File: src/rtl/general_control_unit.sv
`default_nettype none
// ============================================================================
// Module      : general_control_unit
// Description : Fetch/decode/execute sequencer for the general microprocessor
//               datapath, with an Enter handshake and a retired-instruction
//               counter.
// Revision    : 1.0 - initial release
// ============================================================================
module general_control_unit #(
    parameter int CNT_W = 16
) (
    input  logic             Clock,
    input  logic             Reset,
    input  logic [2:0]       IR,
    input  logic             Aeq0,
    input  logic             Apos,
    input  logic             Enter,
    output logic             IRload,
    output logic             PCload,
    output logic             JMPmux,
    output logic             Meminst,
    output logic             MemWr,
    output logic             Aload,
    output logic             Sub,
    output logic [1:0]       Asel,
    output logic             Halted,
    output logic [3:0]       State,
    output logic [CNT_W-1:0] InstrCount
);

    typedef enum logic [3:0] {
        ST_START  = 4'd0,
        ST_FETCH  = 4'd1,
        ST_DECODE = 4'd2,
        ST_LOAD   = 4'd8,
        ST_STORE  = 4'd9,
        ST_ADD    = 4'd10,
        ST_SUB    = 4'd11,
        ST_INPUT  = 4'd12,
        ST_JZ     = 4'd13,
        ST_JPOS   = 4'd14,
        ST_HALT   = 4'd15
    } state_t;

    localparam logic [1:0] ASEL_ALU = 2'b00;
    localparam logic [1:0] ASEL_IN  = 2'b01;
    localparam logic [1:0] ASEL_MEM = 2'b10;

    state_t             state;
    state_t             next_state;
    logic [CNT_W-1:0]   instr_count;

    always_ff @(posedge Clock) begin
        if (Reset) begin
            state <= ST_START;
        end else begin
            state <= next_state;
        end
    end

    // Counts on the edge that ends FETCH; natural wrap at all-ones.
    always_ff @(posedge Clock) begin
        if (Reset) begin
            instr_count <= '0;
        end else if (state == ST_FETCH) begin
            instr_count <= instr_count + 1'b1;
        end
    end

    always_comb begin
        next_state = ST_START;
        IRload     = 1'b0;
        PCload     = 1'b0;
        JMPmux     = 1'b0;
        Meminst    = 1'b0;
        MemWr      = 1'b0;
        Aload      = 1'b0;
        Sub        = 1'b0;
        Asel       = ASEL_ALU;
        Halted     = 1'b0;
        case (state)
            ST_START: begin
                next_state = ST_FETCH;
            end
            ST_FETCH: begin
                IRload     = 1'b1;
                PCload     = 1'b1;
                next_state = ST_DECODE;
            end
            ST_DECODE: begin
                Meminst    = 1'b1;
                next_state = state_t'({1'b1, IR});
            end
            ST_LOAD: begin
                Meminst    = 1'b1;
                Asel       = ASEL_MEM;
                Aload      = 1'b1;
                next_state = ST_FETCH;
            end
            ST_STORE: begin
                Meminst    = 1'b1;
                MemWr      = 1'b1;
                next_state = ST_FETCH;
            end
            ST_ADD: begin
                Meminst    = 1'b1;
                Aload      = 1'b1;
                next_state = ST_FETCH;
            end
            ST_SUB: begin
                Meminst    = 1'b1;
                Sub        = 1'b1;
                Aload      = 1'b1;
                next_state = ST_FETCH;
            end
            ST_INPUT: begin
                // Aload follows Enter directly so data is captured with no wait cycle.
                Asel       = ASEL_IN;
                Aload      = Enter;
                next_state = Enter ? ST_FETCH : ST_INPUT;
            end
            ST_JZ: begin
                JMPmux     = 1'b1;
                PCload     = Aeq0;
                next_state = ST_FETCH;
            end
            ST_JPOS: begin
                JMPmux     = 1'b1;
                PCload     = Apos;
                next_state = ST_FETCH;
            end
            ST_HALT: begin
                Halted     = 1'b1;
                next_state = ST_HALT;
            end
            default: begin
                next_state = ST_START;
            end
        endcase
    end

    assign State      = state;
    assign InstrCount = instr_count;

endmodule
`default_nettype wire

File: config.mk
export PLATFORM = sky130hd
export DESIGN_NAME = general_control_unit
export DESIGN_NICKNAME = d
export VERILOG_FILES = /design/src/rtl/general_control_unit.sv
export SDC_FILE = /design/constraint.sdc
export NUM_CORES = 1
export LEC_CHECK = 0
export ABC_CLOCK_PERIOD_IN_PS = 3000
export BUFFER_PORTS_ARGS = -buffer_cell sky130_fd_sc_hd__buf_4
export CAP_MARGIN = 40
export CELL_PAD_IN_SITES_DETAIL_PLACEMENT = 1
export CELL_PAD_IN_SITES_GLOBAL_PLACEMENT = 2
export CORE_UTILIZATION = 28
export DETAILED_ROUTE_END_ITERATION = 10
export HOLD_SLACK_MARGIN = 0.12
export PLACE_DENSITY_LB_ADDON = 0.1
export SETUP_SLACK_MARGIN = 0.2
export SLEW_MARGIN = 10
export SYNTH_ARGS = -nofsm -noshare
export SYNTH_HDL_FRONTEND = slang
export SYNTH_SLANG_ARGS = --single-unit
File: constraint.sdc
create_clock -name Clock -period 3 [get_ports Clock]
set_input_delay 0.6 -clock Clock [delete_from_list [all_inputs] [get_ports Clock]]
set_output_delay 0.6 -clock Clock [all_outputs]
set_load 0.01 [all_outputs]
==> results of run 1 <==
logic make-up (layout without fill, tap and decap cells):
kind of cell / count (synthesis) / in the layout / share of synthesized area [%]
AOI/OAI and AO/OA: 19 / 19 / 10.1
xor gates and xnor gates: 10 / 10 / 8.23
adders and majority gates: 1 / 1 / 1.18
buffers and inverters: 14 / 46 / 6.12
DFF: 20 / 20 / 37.6
muxes: 2 / 2 / 2.12
and+or+nand+nor: 67 / 67 / 34.6
flip-flops by register name (all words and copies together) (netlist names):
| register | count |
|---|---|
| InstrCount | 16 |
| State | 4 |
worst max-delay path: stages, from the launching register on:
cell     delay [ns]
dfxtp_1        0.51
or4b_1         0.58
inv_1          0.36
buf_4          0.20
placed cells by master, fill, tap and decap left out, types with 2 or more instances in the layout:
master	Yosys	final
and4_1	2	2
and3_1	3	3
xor2_1	6	6
o21ai_0	5	5
xnor2_1	4	4
inv_1	5	5
or3_1	3	3
nor2b_1	3	3
nand3_1	8	8
nand2_1	9	9
nand2b_1	2	2
nor4_1	2	2
buf_4	1	37
nor2_1	19	19
nand4_1	5	5
dfxtp_1	20	20
a21oi_1	10	10
nor3_1	5	5
clkbuf_8	0	3
layout make-up:
| cell class | instances | area, sq um |
|---|---|---|
| flip-flops and latches | 20 | 400 |
| multi-input cells | 99 | 598 |
| well taps | 48 | 60.1 |
| inverters | 5 | 18.8 |
| repair buffers | 37 | 278 |
| clock inverters | 1 | 30.0 |
| fillers | 454 | 2230 |
| clock buffers | 3 | 41.3 |
synthesized netlist by cell type, types with 2 or more instances:
library cell   n  area (sq um)
a21oi_1       10          50.1
and3_1         3          18.8
and4_1         2          17.5
clkbuf_1       6          22.5
dfxtp_1       20           400
inv_1          5          18.8
nand2_1        9          33.8
nand2b_1       2          12.5
nand3_1        8          40.0
nand4_1        5          31.3
nor2_1        19          71.3
nor2b_1        3          18.8
nor3_1         5          25.0
nor4_1         2          12.5
o21ai_0        5          25.0
or3_1          3          18.8
xnor2_1        4          35.0
xor2_1         6          52.6
routing by layer:
| layer | share of wire [%] | vias up | wire (um) | global-route usage [%] |
|---|---|---|---|---|
| li1 | - | 524 | - | - |
| met1 | 51 | 490 | 1440 | 20.9 |
| met2 | 45 | 19 | 1270 | 23.5 |
| met3 | 3.8 | 2 | 107 | 3.08 |
| met4 | 0.60 | 0 | 17 | 4.26 |
| met5 | 0 | - | 0 | 0 |
where the power goes:
group	internal (mW)	total (mW)	leakage, nW	switching, mW
combinational	0.0407	0.0861	0.409	0.0454
clock	0.178	0.273	0.0357	0.0951
sequential	0.273	0.290	0.162	0.0171
total	0.492	0.650	0.607	0.158
final timing paths:
kind / to / cells after the start
max: IRload / 3
min: InstrCount[13]$_SDFFE_PP0P_ / 2
max reg2reg: InstrCount[15]$_SDFFE_PP0P_ / 5
min reg2reg: InstrCount[13]$_SDFFE_PP0P_ / 2
==> metrics.yaml, run 1 <==
numCtsBuffers: 3
hold-worst-slack_ns: 0.517
synth-edff-count: 0
setup-violations-final: 0
drt-initial-drc-count: 27
antenna_found_initial: 0
start_kind: "flip-flop"
avgSynthCellArea_sq_um: 8.00
instances_no_fill: 213
antenna_left: 0
reg2reg_from: "State[0]$_SDFF_PP0_"
setup.worst_path.end_class: "output pin"
layout-drive-gt1-share_pct: 27.9
vias: 1035
finish.instance_area_sq_mm: 0.00143
synthArstFlopShare_pct: 0
rsz0062_at_grt: "no"
grtUsageTotal_pct: 15.1
ys_seq_elements: 20
rrSetupSlack_ns: 0.73
hold_start: "InstrCount[13]$_SDFFE_PP0P_"
yosysSeqAreaShare_pct: 37.6
min_period_over_period_pct: 83.6
port_buffers: 37
grt_max_degree: 22
yosysWarnings: 0
num_antenna_cells: 0
synth_nets: 142
power_uw: 650
slew_violations: 0
nNetsFinal: 175
cts_tree: "yes"
coreArea_sq_mm: 0.00366
path_class: "flip-flop to output pin"
syn_to_final_growth_pct: 34.1
cts.sinks: 20
io_pins: 38
cts_setup_buffers: 0
clock_path_buffers: 2
syn_inst: 133
synthFlopType: "dfxtp_1"
die_w_um: 63.6
mappedNetlistArea_sq_mm: 0.00106
die_area_sq_mm: 0.00405
start_util_pct: 29.0
status: "finished, final reports clean"
finalHoldViolCount: 0
cp.required_ns: 2.40
synth_cell_types: 34
postPlaceCellArea_sq_mm: 0.00136
finClkSkew_ns: 0.00999
fin_util_pct: 39.0
fmax_ghz: 0.399
grt_pass1_wl_mm: 4.86
drv_cap: 0
dp_slack_ns: 0.720
critPathArrivalTime_ns: 1.91
clock-root-buffer: "clkbuf_8"
slew_headroom_pct: 71.4
hold_buffers: 0
wl_mm: 2.83
cp_max_fo: 11
min_period_ns: 2.51
ir_drop_v: 0.000168
cts_resized: 0
vias_per_cell: 4.86
die_h_um: 63.6
crit_path_start: "State[0]$_SDFF_PP0_"
max_slew.worst_pin.slew_ns: 0.425
setup_tns_ns: 0
dr.pass1.iters: 3
p_leak_nw: 0.607
post-place-cells: 209
cts_max_level: 1
grt_pass1_vias: 1012
wl_per_cell_um: 13.3
layout_setup_ws_ns: 0.491
rows: 22
grt.overflow.total: 0
drc_errors: 0
clk_latency_ns: 0.26
hpwl_mm: 2.10
hp-class: "flip-flop to flip-flop"
clk_pin_slew_worst_paths_ns: 0.08
place.gp.congestion: 0.769
p_per_area_mw_per_mm2: 455
Power figures use the tool's default switching activity.
==> run 2, diff against run 1 <==
--- a/config.mk
+++ b/config.mk
@@ -5,12 +5,12 @@
 export SDC_FILE = /design/constraint.sdc
 export NUM_CORES = 1
 export LEC_CHECK = 0
-export ABC_CLOCK_PERIOD_IN_PS = 3000
+export ABC_CLOCK_PERIOD_IN_PS = 2600
 export BUFFER_PORTS_ARGS = -buffer_cell sky130_fd_sc_hd__buf_4
 export CAP_MARGIN = 40
 export CELL_PAD_IN_SITES_DETAIL_PLACEMENT = 1
 export CELL_PAD_IN_SITES_GLOBAL_PLACEMENT = 2
-export CORE_UTILIZATION = 28
+export CORE_UTILIZATION = 26
 export DETAILED_ROUTE_END_ITERATION = 10
 export HOLD_SLACK_MARGIN = 0.12
 export PLACE_DENSITY_LB_ADDON = 0.1
==> constraint.sdc (replaced) <==
create_clock -name Clock -period 2.6 [get_ports Clock]
set_input_delay 0.52 -clock Clock [delete_from_list [all_inputs] [get_ports Clock]]
set_output_delay 0.52 -clock Clock [all_outputs]
set_load 0.01 [all_outputs]
==> run 2 against run 1 <==
  * Worst hold slack lost 0.041 ns
  * Critical path type unchanged
  * Largest cell class unchanged
  * Combinational power is 21% higher
  * Count of clock-buffer cells in the layout grew 1
  * Wire length is 2.0% lower
  * Largest power group unchanged
  * Setup slack worse by 0.17 ns
  * Register-to-register slack lost 0.14 ns
  * Sequential share of layout area grew 0.23 points
  * Clock power fell by 12%
==> metrics.yaml, run 2 (synthesis results as in run 1) <==
status: "finished, final reports clean"
crit_path_start: "State[3]$_SDFF_PP0_"
clk_latency_ns: 0.26
wl_mm: 2.77
drc_errors: 0
cts.sinks: 20
setup_tns_ns: 0
nNetsFinal: 176
grt_pass1_vias: 959
syn_to_final_growth_pct: 33.9
wl_per_cell_um: 12.9
cp.required_ns: 2.08
path_class: "flip-flop to output pin"
worst-path-stages: 4
rsz0062_at_grt: "no"
critical_path.cell_chain: "or4b_4 > inv_1 > buf_4 > buf_4"
antenna_left: 0
cp_slowest_stage_delay_ns: 0.60
rrSetupSlack_ns: 0.59
grt_pass1_wl_mm: 4.56
grt.overflow.total: 0
drt-initial-drc-count: 32
vias_per_cell: 4.79
r2r-end: "InstrCount[14]$_SDFFE_PP0P_"
drv_cap: 0
path_buf_inv: 3
fmax_ghz: 0.439
finClkSkew_ns: 0.000888
coreArea_sq_mm: 0.00380
critPathArrivalTime_ns: 1.76
start_kind: "flip-flop"
slew_headroom_pct: 76.5
dp_slack_ns: 0.461
cp-endpoint: "IRload"
cts_tree: "yes"
setup.worst_path.end_class: "output pin"
min_period_ns: 2.28
layout_setup_ws_ns: 0.322
die_area_sq_mm: 0.00435
hp-class: "input port to flip-flop"
ir_drop_v: 0.000301
dr.pass1.iters: 4
max_slew.worst_pin.slew_ns: 0.352
num_antenna_cells: 0
die_h_um: 66.0
antenna_found_initial: 0
die_w_um: 66.0
crit_family: "simple AND/OR/NAND/NOR gates"
p_per_area_mw_per_mm2: 477
setup-violations-final: 0
largest_reg_flops: 16
layout.cells.most_common: "buf_4"
worst_path_max_delay_cell: "or4b_4"
numCtsBuffers: 3
reg2reg_from: "State[3]$_SDFF_PP0_"
ff2ff_path_depth: 4
layout-drive-gt1-share_pct: 30.1
grtUsageTotal_pct: 13.5
grt_max_degree: 22
cp_max_fo: 13
layout_common_cells: "buf_4 (38), nor2_1 (19), dfxtp_1 (18)"
start_util_pct: 28.0
clk_pin_slew_worst_paths_ns: 0.07
hpwl_mm: 2.05
finalHoldViolCount: 0
clock_path_buffers: 2
path_common_cell: "buf_4"
min_period_over_period_pct: 87.6
hold_buffers: 0
port_buffers: 37
slew_violations: 0
rows: 22
clock-root-buffer: "clkbuf_8"
vias: 1025
cts_max_level: 1
place.gp.congestion: 0.743
io_pins: 38
p_leak_nw: 0.607
==> run 2: worst min path at each step <==
stage,startpoint,endpoint,slack (ns),cells after the start
finish,IR[2],State[2]$_SDFF_PP0_,0.48,2
global route,IR[2],State[2]$_SDFF_PP0_,0.47,2
CTS,IR[2],State[2]$_SDFF_PP0_,0.47,2
detailed placement,InstrCount[13]$_SDFFE_PP0P_,InstrCount[13]$_SDFFE_PP0P_,0.50,2
global placement,InstrCount[13]$_SDFFE_PP0P_,InstrCount[13]$_SDFFE_PP0P_,0.49,2
floorplan,InstrCount[13]$_SDFFE_PP0P_,InstrCount[13]$_SDFFE_PP0P_,0.51,2
==> run 2: cell type report <==
type	instances	area, sq um
Clock buffer	4	55.1
Fill cell	461	2370
Inverter	5	18.8
Multi-Input combinational cell	99	602
Sequential cell	20	403
Tap cell	48	60.1
Timing Repair Buffer	38	285
==> run 2: power breakdown <==
part / leakage (nW) / internal (mW) / switching (mW) / total (mW)
Clock: 0.0288 / 0.135 / 0.105 / 0.240
Sequential: 0.162 / 0.316 / 0.0205 / 0.336
Combinational: 0.416 / 0.0518 / 0.0518 / 0.104
Total: 0.607 / 0.503 / 0.177 / 0.680
==> run 2: metrics by stage <==
step / hold slack (ns) / cells / area (sq um) / utilization (%) / total power, mW
floorplan: 0.508 / 133 / 1060 / - / 0.402
global placement: 0.492 / 210 / 1360 / 35.9 / 0.443
detailed placement: 0.504 / 210 / 1360 / 35.9 / 0.445
CTS: 0.465 / 214 / 1420 / 37.5 / 0.689
global route: 0.469 / 214 / 1420 / 37.5 / 0.713
finish: 0.476 / 214 / 1420 / 37.5 / 0.680
==> run 2: per-layer routing <==
layer / track usage (%) / up-vias / wire length [um]
met5: 0 / - / 0
met1: 19.9 / 470 / 1490
met3: 4.31 / 2 / 145
met2: 18.9 / 25 / 1120
met4: 3.19 / 0 / 14
li1: - / 528 / -
==> run 2: repair_timing <==
| item | in CTS | in global routing |
|---|---|---|
| endpoints found under the setup margin | 1 | 1 |
| gates resized for setup | 2 | 1 |
| buffers inserted | 0 | 0 |
| hold endpoints to repair | 0 | 0 |
